[config.mk]
export PLATFORM = sky130hd
export DESIGN_NAME = sdram_port_arb
export DESIGN_NICKNAME = d
export VERILOG_FILES = /design/src/rtl/sdram_port_arb.sv
export SDC_FILE = /design/constraint.sdc
export NUM_CORES = 1
export LEC_CHECK = 0
export ABC_AREA = 1
export ABC_CLOCK_PERIOD_IN_PS = 6000
export CORE_MARGIN = 2
export CORE_UTILIZATION = 47
export CTS_BUF_LIST = sky130_fd_sc_hd__clkbuf_8
export CTS_CLUSTER_SIZE = 40
export DETAILED_ROUTE_END_ITERATION = 12
export GPL_TIMING_DRIVEN = 0
export HOLD_SLACK_MARGIN = 0.1
export PLACE_DENSITY = 0.95
export SYNTH_ARGS = -nofsm -noshare
export SYNTH_HDL_FRONTEND = slang
export SYNTH_SLANG_ARGS = --single-unit
export TNS_END_PERCENT = 50
[constraint.sdc]
create_clock -name clk_sys -period 6 [get_ports clk_sys]
set_input_delay 1.2 -clock clk_sys [delete_from_list [all_inputs] [get_ports clk_sys]]
set_output_delay 1.2 -clock clk_sys [all_outputs]
set_load 0.1 [all_outputs]
[src/rtl/sdram_port_arb.sv]
// sdram_port_arb: shares one SDRAM controller command port between N requesters.
// Port 0 is the ioctl ROM loader and is the only port served while a download runs;
// otherwise grants rotate round-robin. A sticky timeout flag reports a stalled access.
module sdram_port_arb #(
   parameter int unsigned N       = 3,
   parameter int unsigned AW      = 25,
   parameter int unsigned TIMEOUT = 1023
) (
   input  logic            clk_sys,
   input  logic            reset,
   input  logic            dl_active,
   input  logic [N-1:0]    m_req,
   input  logic [N-1:0]    m_we,
   input  logic [N*AW-1:0] m_addr,
   input  logic [N*16-1:0] m_wdata,
   input  logic [N*2-1:0]  m_be,
   output logic [N-1:0]    m_ack,
   output logic [15:0]     m_rdata,
   output logic            s_req,
   output logic            s_we,
   output logic [AW-1:0]   s_addr,
   output logic [15:0]     s_wdata,
   output logic [1:0]      s_be,
   input  logic            s_ack,
   input  logic [15:0]     s_rdata,
   output logic            err
);

   localparam int unsigned GW = (N > 1) ? $clog2(N) : 1;
   localparam int unsigned CW = $clog2(TIMEOUT + 1);

   typedef enum logic [0:0] {StIdle, StBusy} state_e;

   state_e          state_q, state_d;
   logic [GW-1:0]   rr_q, rr_d;
   logic [GW-1:0]   grant_q, grant_d;
   logic [CW-1:0]   cnt_q, cnt_d;
   logic            err_q, err_d;
   logic            s_req_q, s_req_d;
   logic            s_we_q, s_we_d;
   logic [AW-1:0]   s_addr_q, s_addr_d;
   logic [15:0]     s_wdata_q, s_wdata_d;
   logic [1:0]      s_be_q, s_be_d;
   logic [N-1:0]    m_ack_q, m_ack_d;
   logic [15:0]     m_rdata_q, m_rdata_d;

   logic [N-1:0]    eligible;
   logic            pick_valid;
   logic [GW-1:0]   pick;

   // Round-robin pick: first eligible port scanning from rr+1, wrapping back to rr last.
   always_comb begin
      int unsigned idx;
      eligible   = m_req;
      if (dl_active) begin
         eligible = m_req & N'(1);
      end
      pick_valid = 1'b0;
      pick       = rr_q;
      idx        = 0;
      for (int unsigned i = 1; i <= N; i++) begin
         idx = (32'(rr_q) + i) % N;
         if (!pick_valid && eligible[idx]) begin
            pick_valid = 1'b1;
            pick       = GW'(idx);
         end
      end
   end

   // Next-state logic for the grant FSM, command latches, completion and timeout.
   always_comb begin
      state_d   = state_q;
      rr_d      = rr_q;
      grant_d   = grant_q;
      cnt_d     = cnt_q;
      err_d     = err_q;
      s_req_d   = s_req_q;
      s_we_d    = s_we_q;
      s_addr_d  = s_addr_q;
      s_wdata_d = s_wdata_q;
      s_be_d    = s_be_q;
      m_ack_d   = '0;
      m_rdata_d = m_rdata_q;

      unique case (state_q)
         StIdle: begin
            // Counter restarts on every BUSY entry; s_ack here is ignored.
            cnt_d = '0;
            if (pick_valid) begin
               grant_d   = pick;
               rr_d      = pick;
               s_we_d    = m_we[pick];
               s_addr_d  = m_addr[32'(pick)*AW +: AW];
               s_wdata_d = m_wdata[32'(pick)*16 +: 16];
               s_be_d    = m_be[32'(pick)*2 +: 2];
               s_req_d   = 1'b1;
               state_d   = StBusy;
            end
         end
         StBusy: begin
            if (s_ack) begin
               s_req_d          = 1'b0;
               m_ack_d[grant_q] = 1'b1;
               m_rdata_d        = s_rdata;
               state_d          = StIdle;
            end else begin
               // Saturate so a long stall cannot wrap and re-fire.
               if (cnt_q != CW'(TIMEOUT)) begin
                  cnt_d = cnt_q + CW'(1);
               end
               if (cnt_d == CW'(TIMEOUT)) begin
                  err_d = 1'b1;
               end
            end
         end
         default: begin
            state_d = StIdle;
            s_req_d = 1'b0;
         end
      endcase
   end

   // State registers; reset drops all outputs immediately, abandoning any access.
   always_ff @(posedge clk_sys or posedge reset) begin
      if (reset) begin
         state_q   <= StIdle;
         rr_q      <= '0;
         grant_q   <= '0;
         cnt_q     <= '0;
         err_q     <= 1'b0;
         s_req_q   <= 1'b0;
         s_we_q    <= 1'b0;
         s_addr_q  <= '0;
         s_wdata_q <= '0;
         s_be_q    <= '0;
         m_ack_q   <= '0;
         m_rdata_q <= '0;
      end else begin
         state_q   <= state_d;
         rr_q      <= rr_d;
         grant_q   <= grant_d;
         cnt_q     <= cnt_d;
         err_q     <= err_d;
         s_req_q   <= s_req_d;
         s_we_q    <= s_we_d;
         s_addr_q  <= s_addr_d;
         s_wdata_q <= s_wdata_d;
         s_be_q    <= s_be_d;
         m_ack_q   <= m_ack_d;
         m_rdata_q <= m_rdata_d;
      end
   end

   assign s_req   = s_req_q;
   assign s_we    = s_we_q;
   assign s_addr  = s_addr_q;
   assign s_wdata = s_wdata_q;
   assign s_be    = s_be_q;
   assign m_ack   = m_ack_q;
   assign m_rdata = m_rdata_q;
   assign err     = err_q;

endmodule

==> tab_implementation.tex, run 1 <==
\begin{tabular}{lr}
\hline
Metric & Value \\
\hline
\multicolumn{2}{l}{\textbf{STA}} \\
\quad RSZ-0062 raised after global routing & no \\
\quad Minimum clock period after layout & around 3.1 ns \\
\quad Number of setup violations in the final report & 0 \\
\quad Worst slack on hold paths & roughly 0.47 ns \\
\quad Slew headroom & 0.313 \\
\quad Slew at the pin closest to its max-slew limit & 1.03 ns \\
\quad Slew Limit Fails & 0 \\
\quad Setup\_tns & 0 ns \\
\quad Count of final hold-check violations & 0 \\
\quad Max Clock Skew & 0.00859 ns \\
\quad Ratio of final minimum period to clock period & 0.518 \\
\quad Maximum clock rate & 322 MHz \\
\multicolumn{2}{l}{\textbf{Floorplanning}} \\
\quad DIE AREA & 0.0110 mm2 \\
\quad Vertical die dimension & 105 um \\
\quad Starting Density & 0.487 \\
\quad Die Span X & 105 um \\
\quad Site row count & 36 \\
\quad Io pins & 220 \\
\quad Placeable core region & 0.00986 mm2 \\
\multicolumn{2}{l}{\textbf{Yosys}} \\
\quad Net count after synthesis & 871 \\
\quad Dominant synthesized flop cell & sky130\_fd\_sc\_hd\_\_dfrtp\_1 \\
\quad Cells after Synth & 712 \\
\quad Number of different library cells in the post-synthesis netlist & 27 \\
\quad Cell type with the largest total area after synthesis & sky130\_fd\_sc\_hd\_\_dfrtp\_1 \\
\quad Portion of synthesized cell area occupied by the leading cell type & 0.407 \\
\quad Synthesized area divided by synthesized cell count & between 6 and 7 um2 \\
\quad Commonest cells in the synthesized netlist & sky130\_fd\_sc\_hd\_\_nand2\_1, sky130\_fd\_sc\_hd\_\_nand3\_1, sky130\_fd\_sc\_hd\_\_inv\_1 \\
\quad Number of enable flip-flop cells after synthesis & 0 \\
\quad Library cell with the highest instance count after synthesis & sky130\_fd\_sc\_hd\_\_nand2\_1 \\
\quad Register bit count reported by yosys & 78 \\
\quad Warning count from the yosys run & 0 \\
\quad Post-synthesis sequential area ratio & 0.407 \\
\quad Post-Synthesis Cell Area & 0.00480 mm2 \\
\quad Fraction of registers with async set/reset & 1.00 \\
\quad Leading cell types by total area after synthesis & sky130\_fd\_sc\_hd\_\_dfrtp\_1, sky130\_fd\_sc\_hd\_\_nand2\_1, sky130\_fd\_sc\_hd\_\_nand3\_1 \\
\multicolumn{2}{l}{\textbf{Worst setup path}} \\
\quad Cell chain of the critical path & clkdlybuf4s50\_1 \\
\quad Data arrival time of the critical path & 1.91 ns \\
\quad Number of buffers and inverters on the critical path & 1 \\
\quad Kind of end point of the critical path & output pin \\
\quad Critical Path Source Type & register \\
\quad Path type of the worst setup path & reg -> out \\
\quad Top Family by Delay on Critical Path & buffers and inverters \\
\quad Required arrival time at the worst endpoint & 4.80 ns \\
\quad Peak per-stage delay on the critical path & between 1 and 1.5 ns \\
\quad Maximum fanout count along the critical path & 2 \\
\quad Cell at the slowest stage of the critical path & sky130\_fd\_sc\_hd\_\_clkdlybuf4s50\_1 \\
\multicolumn{2}{l}{\textbf{Cells and area}} \\
\quad Number of nets in the layout & 1102 \\
\quad Ant diodes & 0 \\
\quad End-of-flow core utilization & 0.748 \\
\quad Synth-to-layout area growth & 53.8\% \\
\quad Ratio of cells with drive above 1 in the final layout & 0.0559 \\
\quad Total non-filler cell area in the finished layout & 0.00738 mm2 \\
\multicolumn{2}{l}{\textbf{Detailed routing}} \\
\quad Total length of routed wires & 15.1 mm \\
\quad Remaining DRCs & 0 \\
\quad Number of nets still failing antenna checks after routing & 0 \\
\quad DRT iter0 DRCs & 298 \\
\quad Routed via count divided by cell count & 5.02 \\
\quad Via Count & roughly 5400 \\
\quad First-pass DRT Iterations & 5 \\
\quad Routed wire length per instance & 14.0 um \\
\multicolumn{2}{l}{\textbf{Clock tree}} \\
\quad Max Root-Sink Buffers & 2 \\
\quad Clock latency at the later pin of the worst-skew pair & 0.36 ns \\
\quad Root Driver & sky130\_fd\_sc\_hd\_\_clkbuf\_8 \\
\quad Clock tree from TritonCTS & done \\
\quad Clock buffers created by TritonCTS & 9 \\
\quad Post-CTS setup buffer count & 0 \\
\quad Sinks on Clock Net & 78 \\
\quad CTS Hold Buffers Added & 0 \\
\quad Clock slew at the register clock pins of the worst setup and hold paths & 0.09 ns \\
\quad CTS resizes & 0 \\
\quad H-tree level count & 3 \\
\multicolumn{2}{l}{\textbf{Placed design}} \\
\quad Count of buffers inserted at the top-level ports & 219 \\
\quad HPWL Detailed & 11.4 mm \\
\quad Weighted congestion reported at the end of routability-driven placement & about 0.85 \\
\quad Standard cell area after detailed placement & 0.00719 mm2 \\
\multicolumn{2}{l}{\textbf{Hold path}} \\
\quad Hold crit path type & reg -> reg \\
\multicolumn{2}{l}{\textbf{Outcome}} \\
\quad Status & finished clean \\
\multicolumn{2}{l}{\textbf{Global routing}} \\
\quad Vias in the first global route & 5193 \\
\quad Number of antenna violations at the first check in global routing & 0 \\
\quad Total global routing track utilization & 0.273 \\
\quad Global-route wire length before repair & 24.2 mm \\
\quad Grt total ovfl & 0 \\
\quad Pin count of the biggest net entering global routing & 56 \\
\multicolumn{2}{l}{\textbf{Flow run}} \\
\quad Maximum capacitance violations & 0 \\
\hline
\end{tabular}
-- final timing paths --
check	from	end	slack [ns]	cells after the start
min	err	err	0.47	2
max	s_wdata[9]	s_wdata[9]	2.89	1
max reg2reg	grant_q[1]	s_addr[23]	3.57	13
min in group asynchronous	reset	m_rdata[11]	1.15	2
min reg2reg	err	err	0.47	2
max in group asynchronous	reset	s_addr[3]	4.26	3
-- kinds of logic (layout without fill, tap and decap cells) --
family / Yosys count / count (layout) / share of synthesized area
flip-flops: 78 / 78 / 0.407
adder cells (fa/ha/maj): 4 / 4 / 0.0104
AO/OA/AOI/OAI: 41 / 41 / 0.0448
AND/OR/NAND/NOR: 455 / 455 / 0.419
XOR/XNOR: 5 / 5 / 0.00912
buffers and inverters: 129 / 365 / 0.110
-- per-stage QoR --
step | worst slack, ns | instances
6_report | 2.89 | 1081
5_1_grt | 2.86 | 1081
4_1_cts | 2.90 | 1081
3_5_place_dp | 2.71 | 1065
3_3_place_gp | 1.47 | 1064
2_1_floorplan | 2.80 | 712
-- cell usage in the layout, fill, tap and decap left out, drive strengths merged --
cell type | netlist | routed
o21a | 1 | 1
nand3b | 22 | 22
nor2 | 51 | 51
inv | 92 | 94
nor3 | 4 | 4
nand2 | 265 | 265
dfrtp | 78 | 78
ha | 4 | 4
o22ai | 3 | 3
nand3 | 96 | 96
clkinvlp | 0 | 1
or2 | 14 | 14
clkbuf | 14 | 23
buf | 22 | 23
a22o | 1 | 1
a21oi | 26 | 26
clkdlybuf4s50 | 0 | 219
o21ai | 10 | 10
xor2 | 5 | 5
clkinv | 1 | 5
nand4 | 3 | 3
-- worst min-delay path, stage by stage (launching register included) --
cell                      delay [ns]
sky130_fd_sc_hd__dfrtp_1        0.35
sky130_fd_sc_hd__inv_1          0.04
sky130_fd_sc_hd__nand2_1        0.05
-- layer usage --
| metal | part of all wire | GRT usage | up-vias |
|---|---|---|---|
| met5 | 0 | 0 | - |
| met4 | 0.035 | 0.116 | 0 |
| met3 | 0.080 | 0.0805 | 44 |
| met2 | 0.50 | 0.472 | 244 |
| met1 | 0.39 | 0.314 | 2471 |
| li1 | - | - | 2665 |
-- final cells by class --
| type | count | area [um2] |
|---|---|---|
| fill | 702 | 2480 |
| buffer | 36 | 179 |
| clock inverter | 7 | 67.6 |
| timing repair buffer | 220 | 2220 |
| inverter | 93 | 352 |
| clock buffer | 9 | 124 |
| sequential | 78 | 1950 |
| multi-input combinational | 505 | 2320 |
| tap | 133 | 166 |
-- sequential cells by signal (all words and copies together) (netlist names) --
signal / cells
s_addr: 25
m_rdata: 16
s_wdata: 16
cnt_q: 10
m_ack: 3
grant_q: 2
s_be: 2
err: 1
s_req: 1
s_we: 1
state_q: 1
Power of run 1 is left out: the tool's default activity adds up to more than one toggle a clock period on the data nets, which glitch-free logic cannot reach.
==> inputs of run 2 (changes only) <==
--- a/config.mk
+++ b/config.mk
@@ -6,15 +6,15 @@
 export NUM_CORES = 1
 export LEC_CHECK = 0
 export ABC_AREA = 1
-export ABC_CLOCK_PERIOD_IN_PS = 6000
+export ABC_CLOCK_PERIOD_IN_PS = 2650
 export CORE_MARGIN = 2
-export CORE_UTILIZATION = 47
+export CORE_UTILIZATION = 39
 export CTS_BUF_LIST = sky130_fd_sc_hd__clkbuf_8
 export CTS_CLUSTER_SIZE = 40
 export DETAILED_ROUTE_END_ITERATION = 12
 export GPL_TIMING_DRIVEN = 0
 export HOLD_SLACK_MARGIN = 0.1
-export PLACE_DENSITY = 0.95
+export PLACE_DENSITY = 0.85
 export SYNTH_ARGS = -nofsm -noshare
 export SYNTH_HDL_FRONTEND = slang
 export SYNTH_SLANG_ARGS = --single-unit
==> constraint.sdc (replaced) <==
create_clock -name clk_sys -period 2.65 [get_ports clk_sys]
set_input_delay 0.53 -clock clk_sys [delete_from_list [all_inputs] [get_ports clk_sys]]
set_output_delay 0.53 -clock clk_sys [all_outputs]
set_load 0.1 [all_outputs]
==> run 2 against run 1 <==
Net effect:
- sequential cell count did not move
- clock skew decreased by 0.0014 ns
- worst hold slack improved by 0.013 ns
- wire length is 1.6% lower
- critical path type unchanged
==> tab_implementation.tex, run 2 (synthesis results as in run 1) <==
\begin{tabular}{lr}
\hline
Metric & Value \\
\hline
\multicolumn{2}{l}{\textbf{Flow run}} \\
\quad Maximum capacitance violations & 0 (unchanged) \\
\multicolumn{2}{l}{\textbf{Placed design}} \\
\quad Weighted congestion reported at the end of routability-driven placement & 0.914 (was 0.851) \\
\quad HPWL Detailed & 11.4 mm (about the same) \\
\quad Standard cell area after detailed placement & 0.00721 mm2 (was 0.00719 mm2) \\
\quad Count of buffers inserted at the top-level ports & 219 (unchanged) \\
\multicolumn{2}{l}{\textbf{Global routing}} \\
\quad Vias in the first global route & 5142 (was 5193) \\
\quad Global-route wire length before repair & 24.4 mm (was 24.2 mm) \\
\quad Number of antenna violations at the first check in global routing & 0 (unchanged) \\
\quad Total global routing track utilization & 0.235 (was 0.273) \\
\quad Grt total ovfl & 0 (unchanged) \\
\quad Pin count of the biggest net entering global routing & 55 (was 56) \\
\multicolumn{2}{l}{\textbf{Detailed routing}} \\
\quad Remaining DRCs & 0 (unchanged) \\
\quad Routed via count divided by cell count & 4.73 (was 5.02) \\
\quad First-pass DRT Iterations & 4 (was 5) \\
\quad Via Count & 5181 (was 5424) \\
\quad Routed wire length per instance & 13.6 um (was 14.0 um) \\
\quad Number of nets still failing antenna checks after routing & 0 (unchanged) \\
\quad DRT iter0 DRCs & 278 (was 298) \\
\quad Total length of routed wires & 14.9 mm (was 15.1 mm) \\
\multicolumn{2}{l}{\textbf{STA}} \\
\quad Maximum clock rate & 411 MHz \\
\quad Ratio of final minimum period to clock period & 0.918 \\
\quad RSZ-0062 raised after global routing & no (unchanged) \\
\quad Minimum clock period after layout & 2.43 ns \\
\quad Max Clock Skew & 0.00717 ns (was 0.00859 ns) \\
\quad Slew at the pin closest to its max-slew limit & 1.02 ns (was 1.03 ns) \\
\quad Count of final hold-check violations & 0 (unchanged) \\
\quad Slew Limit Fails & 0 (unchanged) \\
\quad Slew headroom & 0.319 (was 0.313) \\
\quad Number of setup violations in the final report & 0 (unchanged) \\
\multicolumn{2}{l}{\textbf{Cells and area}} \\
\quad Ant diodes & 0 (unchanged) \\
\quad Ratio of cells with drive above 1 in the final layout & 0.0580 (was 0.0559) \\
\quad Synth-to-layout area growth & 54.0\% (was 53.8\%) \\
\quad Total non-filler cell area in the finished layout & 0.00739 mm2 (was 0.00738 mm2) \\
\quad Max FFs per register & 25 (unchanged) \\
\quad Filler instances & 1112 (was 702) \\
\quad Number of nets in the layout & 1102 (unchanged) \\
\quad Leading cell type in the layout, fill and taps excluded & sky130\_fd\_sc\_hd\_\_nand2\_1 (unchanged) \\
\quad Highest-count cells in the layout ignoring fill and taps & sky130\_fd\_sc\_hd\_\_nand2\_1, sky130\_fd\_sc\_hd\_\_clkdlybuf4s50\_1, sky130\_fd\_sc\_hd\_\_nand3\_1 (unchanged) \\
\multicolumn{2}{l}{\textbf{Worst setup path}} \\
\quad Slack of the worst reg-to-reg path & 0.25 ns (was 3.57 ns) \\
\quad Peak per-stage delay on the critical path & 1.16 ns (was 1.18 ns) \\
\quad Required arrival time at the worst endpoint & 2.12 ns (was 4.80 ns) \\
\quad Path type of the worst setup path & reg -> out (unchanged) \\
\quad Cell at the slowest stage of the critical path & sky130\_fd\_sc\_hd\_\_clkdlybuf4s50\_1 (unchanged) \\
\quad Cell chain of the critical path & clkdlybuf4s50\_1 (unchanged) \\
\quad Maximum fanout count along the critical path & 2 (unchanged) \\
\quad Kind of end point of the critical path & output pin (unchanged) \\
\quad Critical Path Source Type & register (unchanged) \\
\quad Data arrival time of the critical path & 1.90 ns (was 1.91 ns) \\
\quad Number of buffers and inverters on the critical path & 1 (unchanged) \\
\quad Top Family by Delay on Critical Path & buffers and inverters (unchanged) \\
\multicolumn{2}{l}{\textbf{Floorplanning}} \\
\quad Placeable core region & 0.0120 mm2 (was 0.00986 mm2) \\
\quad Site row count & 40 (was 36) \\
\quad Io pins & 220 (unchanged) \\
\quad Vertical die dimension & 115 um (was 105 um) \\
\quad Starting Density & 0.400 (was 0.487) \\
\quad Die Span X & 115 um (was 105 um) \\
\quad DIE AREA & 0.0132 mm2 (was 0.0110 mm2) \\
\multicolumn{2}{l}{\textbf{Clock tree}} \\
\quad Clock latency at the later pin of the worst-skew pair & 0.36 ns (about the same) \\
\quad Clock slew at the register clock pins of the worst setup and hold paths & 0.09 ns (about the same) \\
\quad Sinks on Clock Net & 78 (unchanged) \\
\quad Root Driver & sky130\_fd\_sc\_hd\_\_clkbuf\_8 (unchanged) \\
\quad Post-CTS setup buffer count & 0 (unchanged) \\
\quad H-tree level count & 3 (unchanged) \\
\quad CTS Hold Buffers Added & 0 (unchanged) \\
\quad Clock buffers created by TritonCTS & 9 (unchanged) \\
\quad Max Root-Sink Buffers & 2 (unchanged) \\
\quad Clock tree from TritonCTS & done (unchanged) \\
\multicolumn{2}{l}{\textbf{Outcome}} \\
\quad Status & finished clean (unchanged) \\
\multicolumn{2}{l}{\textbf{Hold path}} \\
\quad Hold crit path type & in -> async (was reg -> reg) \\
\hline
\end{tabular}
[run 2: cell count changes in the layout (fill, tap and decap cells not counted), sizes merged]
| cell | delta |
|---|---|
| buf | -1 |
| clkbuf | +1 |
[run 2: repair_timing]
action                     CTS  global route
resized for setup            0             5
setup endpoints to repair    0            14
hold endpoints to repair     0             0
[run 2: path summary, 6_finish.rpt]
check	startpoint	endpoint	cells past startpoint
worst min register to register	m_rdata[11]	m_rdata[11]	2
worst max-delay path	s_we	s_we	1
min in group clk_sys	m_rdata[11]	m_rdata[11]	2
max in group asynchronous	reset	s_addr[11]	3
worst max register to register	grant_q[0]	s_addr[20]	13
worst min-delay path	reset	m_rdata[10]	2
[run 2: area by class of cell]
class / count / area, um2 / area share
multi-input cells: 505 / 2320 / 0.314
repair buffers: 220 / 2220 / 0.300
flip-flops and latches: 78 / 1950 / 0.264
inverters: 93 / 352 / 0.0476
plain buffers: 36 / 184 / 0.0249
well taps: 147 / 184 / 0.0249
clock buffers: 9 / 124 / 0.0168
clock inverters: 7 / 56.3 / 0.00762
[run 2: layer usage]
| layer | track usage | part of all wire |
|---|---|---|
| met5 | 0 | 0 |
| met4 | 0.0803 | 0.019 |
| met3 | 0.0633 | 0.064 |
| met2 | 0.411 | 0.50 |
| met1 | 0.281 | 0.42 |
[run 2: through the flow]
step	std cells	hold WS (ns)	setup WS (ns)	util	TNS [ns]
CTS	1095	0.476	0.202	0.615	0
floorplan	712	0.519	0.125	-	0
detailed placement	1079	0.464	0.0257	0.600	0
global route	1095	0.483	0.0114	0.615	0
global placement	1078	0.446	-1.28	0.597	-99.42
finish	1095	0.482	0.217	0.615	0
Power of run 2 is left out for the same reason.
==> inputs of run 3 (changes only) <==
--- a/config.mk
+++ b/config.mk
@@ -7,8 +7,10 @@
 export LEC_CHECK = 0
 export ABC_AREA = 1
 export ABC_CLOCK_PERIOD_IN_PS = 2650
+export CELL_PAD_IN_SITES_DETAIL_PLACEMENT = 0
+export CELL_PAD_IN_SITES_GLOBAL_PLACEMENT = 1
 export CORE_MARGIN = 2
-export CORE_UTILIZATION = 39
+export CORE_UTILIZATION = 26
 export CTS_BUF_LIST = sky130_fd_sc_hd__clkbuf_8
 export CTS_CLUSTER_SIZE = 40
 export DETAILED_ROUTE_END_ITERATION = 12
==> run 3 against run 2 <==
Net effect:
- non-clock buffer count did not move
- count of clock-buffer cells in the layout unchanged
- highest routed layer unchanged
- via count fell by 0.19%
- maximum frequency about the same
- global-route usage down 6.5 points
- final cell count is 7.5% higher
- die area is 48% higher
- wire length up 10%
- worst hold slack better by 0.0024 ns
==> tab_implementation.tex, run 3 (synthesis results as in run 1) <==
\begin{tabular}{lr}
\hline
Metric & Value \\
\hline
\multicolumn{2}{l}{\textbf{Global routing}} \\
\quad Total global routing track utilization & 0.171 (was 0.235) \\
\quad Vias in the first global route & 5046 (was 5142) \\
\quad Global-route wire length before repair & 26.4 mm (was 24.4 mm) \\
\quad Pin count of the biggest net entering global routing & 47 (was 55) \\
\quad Number of antenna violations at the first check in global routing & 0 (unchanged) \\
\quad Grt total ovfl & 0 (unchanged) \\
\multicolumn{2}{l}{\textbf{Outcome}} \\
\quad Status & finished clean (unchanged) \\
\multicolumn{2}{l}{\textbf{Cells and area}} \\
\quad Leading cell type in the layout, fill and taps excluded & sky130\_fd\_sc\_hd\_\_nand2\_1 (unchanged) \\
\quad Ratio of cells with drive above 1 in the final layout & 0.0675 (was 0.0580) \\
\quad Synth-to-layout area growth & 57.5\% (was 54.0\%) \\
\quad Ant diodes & 0 (unchanged) \\
\quad Highest-count cells in the layout ignoring fill and taps & sky130\_fd\_sc\_hd\_\_nand2\_1, sky130\_fd\_sc\_hd\_\_clkdlybuf4s50\_1, sky130\_fd\_sc\_hd\_\_nand3\_1 (unchanged) \\
\quad Max FFs per register & 25 (unchanged) \\
\quad Number of nets in the layout & 1102 (unchanged) \\
\multicolumn{2}{l}{\textbf{Floorplanning}} \\
\quad Vertical die dimension & 140 um (was 115 um) \\
\quad DIE AREA & 0.0196 mm2 (was 0.0132 mm2) \\
\quad Site row count & 49 (was 40) \\
\quad Placeable core region & 0.0180 mm2 (was 0.0120 mm2) \\
\quad Starting Density & 0.266 (was 0.400) \\
\quad Io pins & 220 (unchanged) \\
\quad Die Span X & 140 um (was 115 um) \\
\multicolumn{2}{l}{\textbf{Worst setup path}} \\
\quad Number of buffers and inverters on the critical path & 1 (unchanged) \\
\quad Worst reg2reg path startpoint & grant\_q[0] (unchanged) \\
\quad Maximum fanout count along the critical path & 2 (unchanged) \\
\quad Slack of the worst reg-to-reg path & 0.26 ns (was 0.25 ns) \\
\quad Critical path capture point & s\_addr[24] (was s\_we) \\
\quad Kind of end point of the critical path & output pin (unchanged) \\
\quad FF-to-FF path depth & 14 (was 13) \\
\quad Cell at the slowest stage of the critical path & sky130\_fd\_sc\_hd\_\_clkdlybuf4s50\_1 (unchanged) \\
\quad Required arrival time at the worst endpoint & 2.12 ns (about the same) \\
\quad Logic depth of the worst setup path including buffers & 1 (unchanged) \\
\quad Destination of the worst register-to-register timing path & s\_addr[22] (was s\_addr[20]) \\
\quad Start point of the critical path & s\_addr[24] (was s\_we) \\
\quad Data arrival time of the critical path & 1.90 ns (about the same) \\
\quad Path type of the worst setup path & reg -> out (unchanged) \\
\quad Peak per-stage delay on the critical path & 1.17 ns (was 1.16 ns) \\
\quad Cell chain of the critical path & clkdlybuf4s50\_1 (unchanged) \\
\quad Critical Path Source Type & register (unchanged) \\
\quad Top Family by Delay on Critical Path & buffers and inverters (unchanged) \\
\multicolumn{2}{l}{\textbf{Clock tree}} \\
\quad Post-CTS setup buffer count & 0 (unchanged) \\
\quad Max Root-Sink Buffers & 2 (unchanged) \\
\quad H-tree level count & 3 (unchanged) \\
\quad Clock buffers created by TritonCTS & 9 (unchanged) \\
\quad Clock slew at the register clock pins of the worst setup and hold paths & 0.09 ns (about the same) \\
\quad Clock tree from TritonCTS & done (unchanged) \\
\quad Clock latency at the later pin of the worst-skew pair & 0.37 ns (was 0.36 ns) \\
\quad Root Driver & sky130\_fd\_sc\_hd\_\_clkbuf\_8 (unchanged) \\
\quad Sinks on Clock Net & 78 (unchanged) \\
\multicolumn{2}{l}{\textbf{Hold path}} \\
\quad Hold crit path type & reg -> reg (was in -> async) \\
\quad Hold path start & m\_rdata[2] \\
\multicolumn{2}{l}{\textbf{STA}} \\
\quad Minimum clock period after layout & 2.43 ns (about the same) \\
\quad Count of final hold-check violations & 0 (unchanged) \\
\quad RSZ-0062 raised after global routing & no (unchanged) \\
\quad Setup\_tns & 0 ns (unchanged) \\
\quad Worst slack on hold paths & 0.484 ns (was 0.482 ns) \\
\quad Slew headroom & 0.312 (was 0.319) \\
\quad Number of setup violations in the final report & 0 (unchanged) \\
\quad Ratio of final minimum period to clock period & 0.918 (about the same) \\
\quad Maximum clock rate & 411 MHz (about the same) \\
\quad Max Clock Skew & 0.00637 ns (was 0.00717 ns) \\
\quad Slew at the pin closest to its max-slew limit & 1.03 ns (was 1.02 ns) \\
\quad Slew Limit Fails & 0 (unchanged) \\
\multicolumn{2}{l}{\textbf{Detailed routing}} \\
\quad Routed wire length per instance & 13.9 um (was 13.6 um) \\
\quad First-pass DRT Iterations & 4 (unchanged) \\
\quad Routed via count divided by cell count & 4.39 (was 4.73) \\
\quad Via Count & 5171 (was 5181) \\
\quad DRT iter0 DRCs & 269 (was 278) \\
\quad Number of nets still failing antenna checks after routing & 0 (unchanged) \\
\quad Total length of routed wires & 16.4 mm (was 14.9 mm) \\
\quad Remaining DRCs & 0 (unchanged) \\
\multicolumn{2}{l}{\textbf{Placed design}} \\
\quad Weighted congestion reported at the end of routability-driven placement & 0.826 (was 0.914) \\
\quad HPWL Detailed & 12.5 mm (was 11.4 mm) \\
\quad Count of buffers inserted at the top-level ports & 219 (unchanged) \\
\multicolumn{2}{l}{\textbf{Flow run}} \\
\quad Maximum capacitance violations & 0 (unchanged) \\
\hline
\end{tabular}
==> run 3: cell count changes in the layout (fill, tap and decap cells not counted), moves of 5 or more <==
cell / before / now
sky130_fd_sc_hd__clkbuf_1: 12 / 6
sky130_fd_sc_hd__clkbuf_4: 1 / 6
sky130_fd_sc_hd__buf_2: 16 / 11
sky130_fd_sc_hd__clkbuf_2: 2 / 9
==> run 3: per-layer routing <==
layer,vias to the layer above,share of wire,global-route usage
li1,2661,-,-
met1,2346,0.44,0.220
met2,149,0.49,0.287
met3,15,0.058,0.0434
met4,0,0.013,0.0421
met5,-,0,0
==> run 3: repair_timing <==
item | CTS | global route
hold buffers | 0 | 0
setup endpoints to repair | 0 | 44
gates resized for setup | 0 | 30
endpoints found under the hold margin | 0 | 0
==> run 3: cell type report <==
cell class / instances / area, um2
Sequential cell: 78 / 1950
Inverter: 93 / 357
Clock inverter: 7 / 73.8
Tap cell: 229 / 287
Fill cell: 1908 / 10500
Clock buffer: 9 / 124
Multi-Input combinational cell: 505 / 2340
Buffer: 36 / 205
Timing Repair Buffer: 220 / 2220
==> run 3: metrics by stage <==
| step | utilization | std cells | instance area (um2) | setup WS (ns) |
|---|---|---|---|---|
| final | 0.419 | 1177 | 7560 | 0.217 |
| after global routing | 0.419 | 1177 | 7560 | 0.00315 |
| after CTS | 0.416 | 1177 | 7510 | 0.0391 |
| after detailed placement | 0.405 | 1161 | 7310 | -0.126 |
| after global placement | 0.404 | 1160 | 7280 | -1.43 |
| after floorplan | - | 712 | 4800 | 0.125 |
==> run 3: worst min path at each step <==
| stage | cells after the start | slack [ns] | endpoint |
|---|---|---|---|
| floorplan | 1 | 0.52 | cnt_q[2] |
| global placement | 2 | 0.45 | err |
| detailed placement | 2 | 0.46 | m_rdata[6] |
| CTS | 2 | 0.49 | m_rdata[6] |
| global route | 2 | 0.51 | m_rdata[8] |
| finish | 2 | 0.48 | m_rdata[2] |
Power of run 3 is left out for the same reason.
==> variant 1, RTL diff (config.mk and constraints of run 2) <==
Take the reset off `s_addr_q` and load it in a clocked block of its own.
--- a/src/rtl/sdram_port_arb.sv
+++ b/src/rtl/sdram_port_arb.sv
@@ -132,3 +132,2 @@
          s_we_q    <= 1'b0;
-         s_addr_q  <= '0;
          s_wdata_q <= '0;
@@ -145,3 +144,2 @@
          s_we_q    <= s_we_d;
-         s_addr_q  <= s_addr_d;
          s_wdata_q <= s_wdata_d;
@@ -151,2 +149,6 @@
       end
+   end
+
+   always_ff @(posedge clk_sys) begin
+      s_addr_q <= s_addr_d;
    end
Behaviour: not the same (a bounded check fails within 4 cycles, from zero or initial values and one cycle with reset high).
==> variant 1 against run 2 <==
Core utilization grew 1.7 points. Area after synthesis shrank 6.5%. Design area fell by 3.2%. Worst setup slack worse by 0.029 ns. Wire length shrank 3.0%. First-iteration DRC count down 18%. Sequential cell count is the same. Maximum frequency down 1.2%. Critical endpoint is now s_addr[10]. Highest routed layer unchanged.
Power is not shown: default switching activity piles up to over one toggle a cycle in this logic, so the estimate is an artifact.
==> variant 1: results (changes against run 2) <==
Run status
  – Status: finished clean

Place
  – Dpl cells: 934 (-13%)
  – Pre-CTS setup slack: -0.239 ns (-0.265 ns)
  – Routability cong.: 0.884 (-3.3%)

Global route
  – Vias in the first global route: 4590 (-11%)
  – Pin count of the biggest net entering global routing: 43 (-22%)
  – Total GRT Usage: 23.4% (-0.16 points)

Yosys
  – Synth area leaders: dfrtp_1 (30%), edfxtp_1 (17%), nand3_1 (14%)
  – Seq/Total Area, Yosys: 46.3% (+5.6 points)
  – Post-synth top cells: nand3_1 (121), nand2_1 (119), inv_1 (64)
  – Syn Nets: 730 (-16%)
  – Async set-reset flop share out of synthesis: 67.9% (-32 points)
  – Syn_area_per_cell: 7.86 um^2 (+17%)
  – Yosys cell types: 30 (+11%)

Setup path
  – Reg2Reg Depth: 14 (+1)
  – CP Data Arrival Time: 2.56 ns (+0.66 ns)
  – Max Fanout on Critical Path: 10 (+8)
  – R2R setup slack: 0.19 ns (-0.06 ns)
  – Crit path from: grant_q[0]
  – Reg-to-reg endpoint: s_addr[10]

Route
  – Via count: 4778 (-7.8%)
  – Post-Route WL: 14400 um (-3.0%)
  – Starting DRT DRC Count: 229 (-18%)
  – Avg Vias per Cell: 5.02 (+6.2%)

Timing
  – Worst Clk Skew: 0.0123 ns (+0.00512 ns)

Cells and area
  – Share of cells above drive strength 1: 9.28% (+3.5 points)
  – Final #Nets: 962 (-13%)
-- variant 1: how the worst max path moves through the flow --
| stage | depth (start not counted) | slack [ns] | endpoint |
|---|---|---|---|
| 2_1_floorplan | 11 | 0.36 | s_addr[0] |
| 3_3_place_gp | 10 | -0.24 | s_addr[14] |
| 3_5_place_dp | 12 | -0.24 | s_wdata[4] |
| 4_1_cts | 14 | 0.004 | s_addr[14] |
| 5_1_grt | 15 | -0.03 | s_addr[1] |
| 6_report | 14 | 0.19 | s_addr[10] |
-- variant 1: final cells by class --
| class | count | area (um^2) | share of cell area [%] |
|---|---|---|---|
| plain buffers | 31 | 231 | 3.24 |
| inverters | 70 | 263 | 3.67 |
| clock inverters | 6 | 55.1 | 0.769 |
| repair buffers | 222 | 2230 | 31.1 |
| flip-flops and latches | 78 | 2080 | 29.0 |
| multi-input cells | 391 | 1980 | 27.7 |
| clock buffers | 10 | 138 | 1.92 |
| well taps | 143 | 179 | 2.50 |
-- variant 1: per-stage QoR --
| step | area, um^2 | utilization (%) | hold WS [ns] |
|---|---|---|---|
| after CTS | 7080 | 62.5 | 0.415 |
| after detailed placement | 6880 | 60.7 | 0.449 |
| after global placement | 6860 | 60.6 | 0.445 |
| after global routing | 7150 | 63.2 | 0.435 |
| after floorplan | 4490 | - | 0.494 |
| final | 7150 | 63.2 | 0.418 |
-- variant 1: repair_timing --
action	in CTS	in global routing
setup buffers	0	2
pin swaps	0	0
setup endpoints to repair	29	66
resized for setup	3	32
-- variant 1: cells by family (layout without fill, tap and decap cells) --
logic type      Yosys count  in the layout  synth area share, %
simple gates            287            287                 28.3
buf+inv                 102            339                 10.1
compound gates           79             79                 9.18
flops                    78             78                 46.3
mux                      16             16                 4.02
xor+xnor                  5              5                0.976
fa+ha+maj                 4              4                 1.12
-- variant 1: worst max-delay path, stage by stage, from the launching register on --
cell,delay [ns]
dfrtp_1,0.40
inv_2,0.10
ha_1,0.24
buf_4,0.17
inv_2,0.08
nand3_1,0.07
nand3_1,0.14
nand2_4,0.10
nand3_4,0.13
inv_2,0.07
nand2_1,0.09
nand2_2,0.14
clkbuf_4,0.22
o21ai_0,0.17
o21ai_1,0.09
-- variant 1: routing by layer --
| metal | part of all wire [%] | routed length [um] | vias to the layer above | track usage [%] |
|---|---|---|---|---|
| li1 | - | - | 2340 | - |
| met3 | 8.7 | 1250 | 26 | 6.78 |
| met1 | 40 | 5780 | 2202 | 28.0 |
| met2 | 49 | 7090 | 210 | 39.9 |
| met4 | 2.1 | 308 | 0 | 8.64 |
| met5 | 0 | 0 | - | 0 |
==> variant 2, RTL diff (flow settings as in run 2) <==
Without the edit above. Change the parameter `AW` from 25 to 50.
--- a/src/rtl/sdram_port_arb.sv
+++ b/src/rtl/sdram_port_arb.sv
@@ -5,3 +5,3 @@
    parameter int unsigned N       = 3,
-   parameter int unsigned AW      = 25,
+   parameter int unsigned AW      = 50,
    parameter int unsigned TIMEOUT = 1023
Interface: changed (resized m_addr and s_addr); port bits go from 220 to 320. The function was not compared with the original's and may differ.
==> variant 2 against run 2 <==
Wire length rose by 49%. Sequential cell count up 25. Worst setup slack worse by 0.072 ns. Synthesized cell count grew 30%. First-iteration DRC count up 60%. Design area increased by 36%. Count of clock-buffer cells in the layout is the same. Non-clock buffer count rose by 118. Global-route usage grew 2.3 points. Largest cell class unchanged. Highest routed layer unchanged. Area after synthesis is 31% higher. Die area rose by 30%. Critical path depth unchanged.
Power is left out: the tool's default activity adds up to more than one toggle a clock period on the data nets, which glitch-free logic cannot reach.
==> variant 2: results (changes against run 2) <==
Global route
  – Met2 Use GR: 47.0% (+5.9 points)
  – Pin count of the biggest net entering global routing: 42 (-24%)
  – Initial antenna violation count: 0 (unchanged)
  – GR met1 Demand/Resource: 29.3% (+1.2 points)
  – Vias in the first global route: 6975 (+36%)
  – Total GRT Usage: 25.9% (+2.3 points)
  – Global-route wire length before repair: 34500 um (+41%)

Route
  – DRT met1 WL: 8370 um (+33%)
  – Post-Route WL: 22100 um (+49%)
  – Via count: 7268 (+40%)
  – Starting DRT DRC Count: 446 (+60%)
  – WL met2: 11400 um (+54%)
  – Top Layer Used: met4

Place
  – Dpl hpwl: 17600 um (+55%)
  – Pre-CTS setup slack: -0.145 ns (-0.171 ns)

Setup path
  – Reg-to-reg endpoint: s_addr[43]
  – Max incr delay on CP: 1.22 ns (+0.06 ns)
  – Reg2Reg Depth: 14 (+1)
  – R2R setup slack: 0.20 ns (-0.05 ns)
  – CP Data Arrival Time: 1.97 ns (+0.07 ns)
  – Capture point of the critical path: s_addr[43]

Yosys
  – Mapped Cells: 926 (+30%)
  – Post-synthesis adder-cell area fraction: 0.797% (-0.25 points)
  – XOR/XNOR Fraction of Synth Area: 0.139% (-0.77 points)
  – Post-synth top area share: 41.0% (+0.37 points)
  – Post-synth top cells: nand2_1 (370), nand3_1 (156), inv_1 (131)
  – Synth area leaders: dfrtp_1 (41%), nand2_1 (22%), nand3_1 (12%)
  – Syn Nets: 1160 (+33%)
  – Yosys cell types: 30 (+11%)
  – Compound-Gate Fraction of Synth Area: 6.16% (+1.7 points)

Min path
  – HP Class: reg -> reg
  – Worst Hold Launch: err

Timing
  – Worst Clk Skew: 0.0165 ns (+0.00938 ns)
  – Worst rel slew slack: 27.2% (-4.7 points)

Cells and area
  – Final #Nets: 1497 (+36%)
  – Antenna cells: 0 (unchanged)
  – Max reg flops: 50 (+100%)
  – Share of cells above drive strength 1: 8.12% (+2.3 points)

Clock network
  – Number of gates resized after CTS: 3 (+3)
  – Clk slew on worst S/H paths: 0.11 ns (+0.02 ns)
  – Clk_lat worst skew: 0.39 ns (+0.03 ns)

Run status
  – Status: finished clean
-- variant 2: changes by cell type after synthesis, moves of 22 or more --
cell      before  now
dfrtp_1       78  103
nand2_1      258  370
o211ai_1       0   33
inv_1         88  131
nor2_1        51   17
nand3b_1      22    0
a21oi_1       26    2
nand3_1       93  156
-- variant 2: final cells by class --
type                    count  area [um^2]
fillers                  1358         5770
clock buffers               9          124
clock inverters             7         60.1
multi-input cells         635         2970
flip-flops and latches    103         2580
repair buffers            326         3270
plain buffers              48          264
inverters                 140          529
well taps                 216          270
-- variant 2: metrics by stage --
step / setup TNS (ns) / cell area [um^2] / hold slack (ns)
2_1_floorplan: 0 / 6280 / 0.546
3_3_place_gp: -22.28 / 9750 / 0.447
3_5_place_dp: -4.81 / 9790 / 0.464
4_1_cts: -0.00249 / 9980 / 0.491
5_1_grt: -0.0554 / 10100 / 0.506
6_report: 0 / 10100 / 0.483
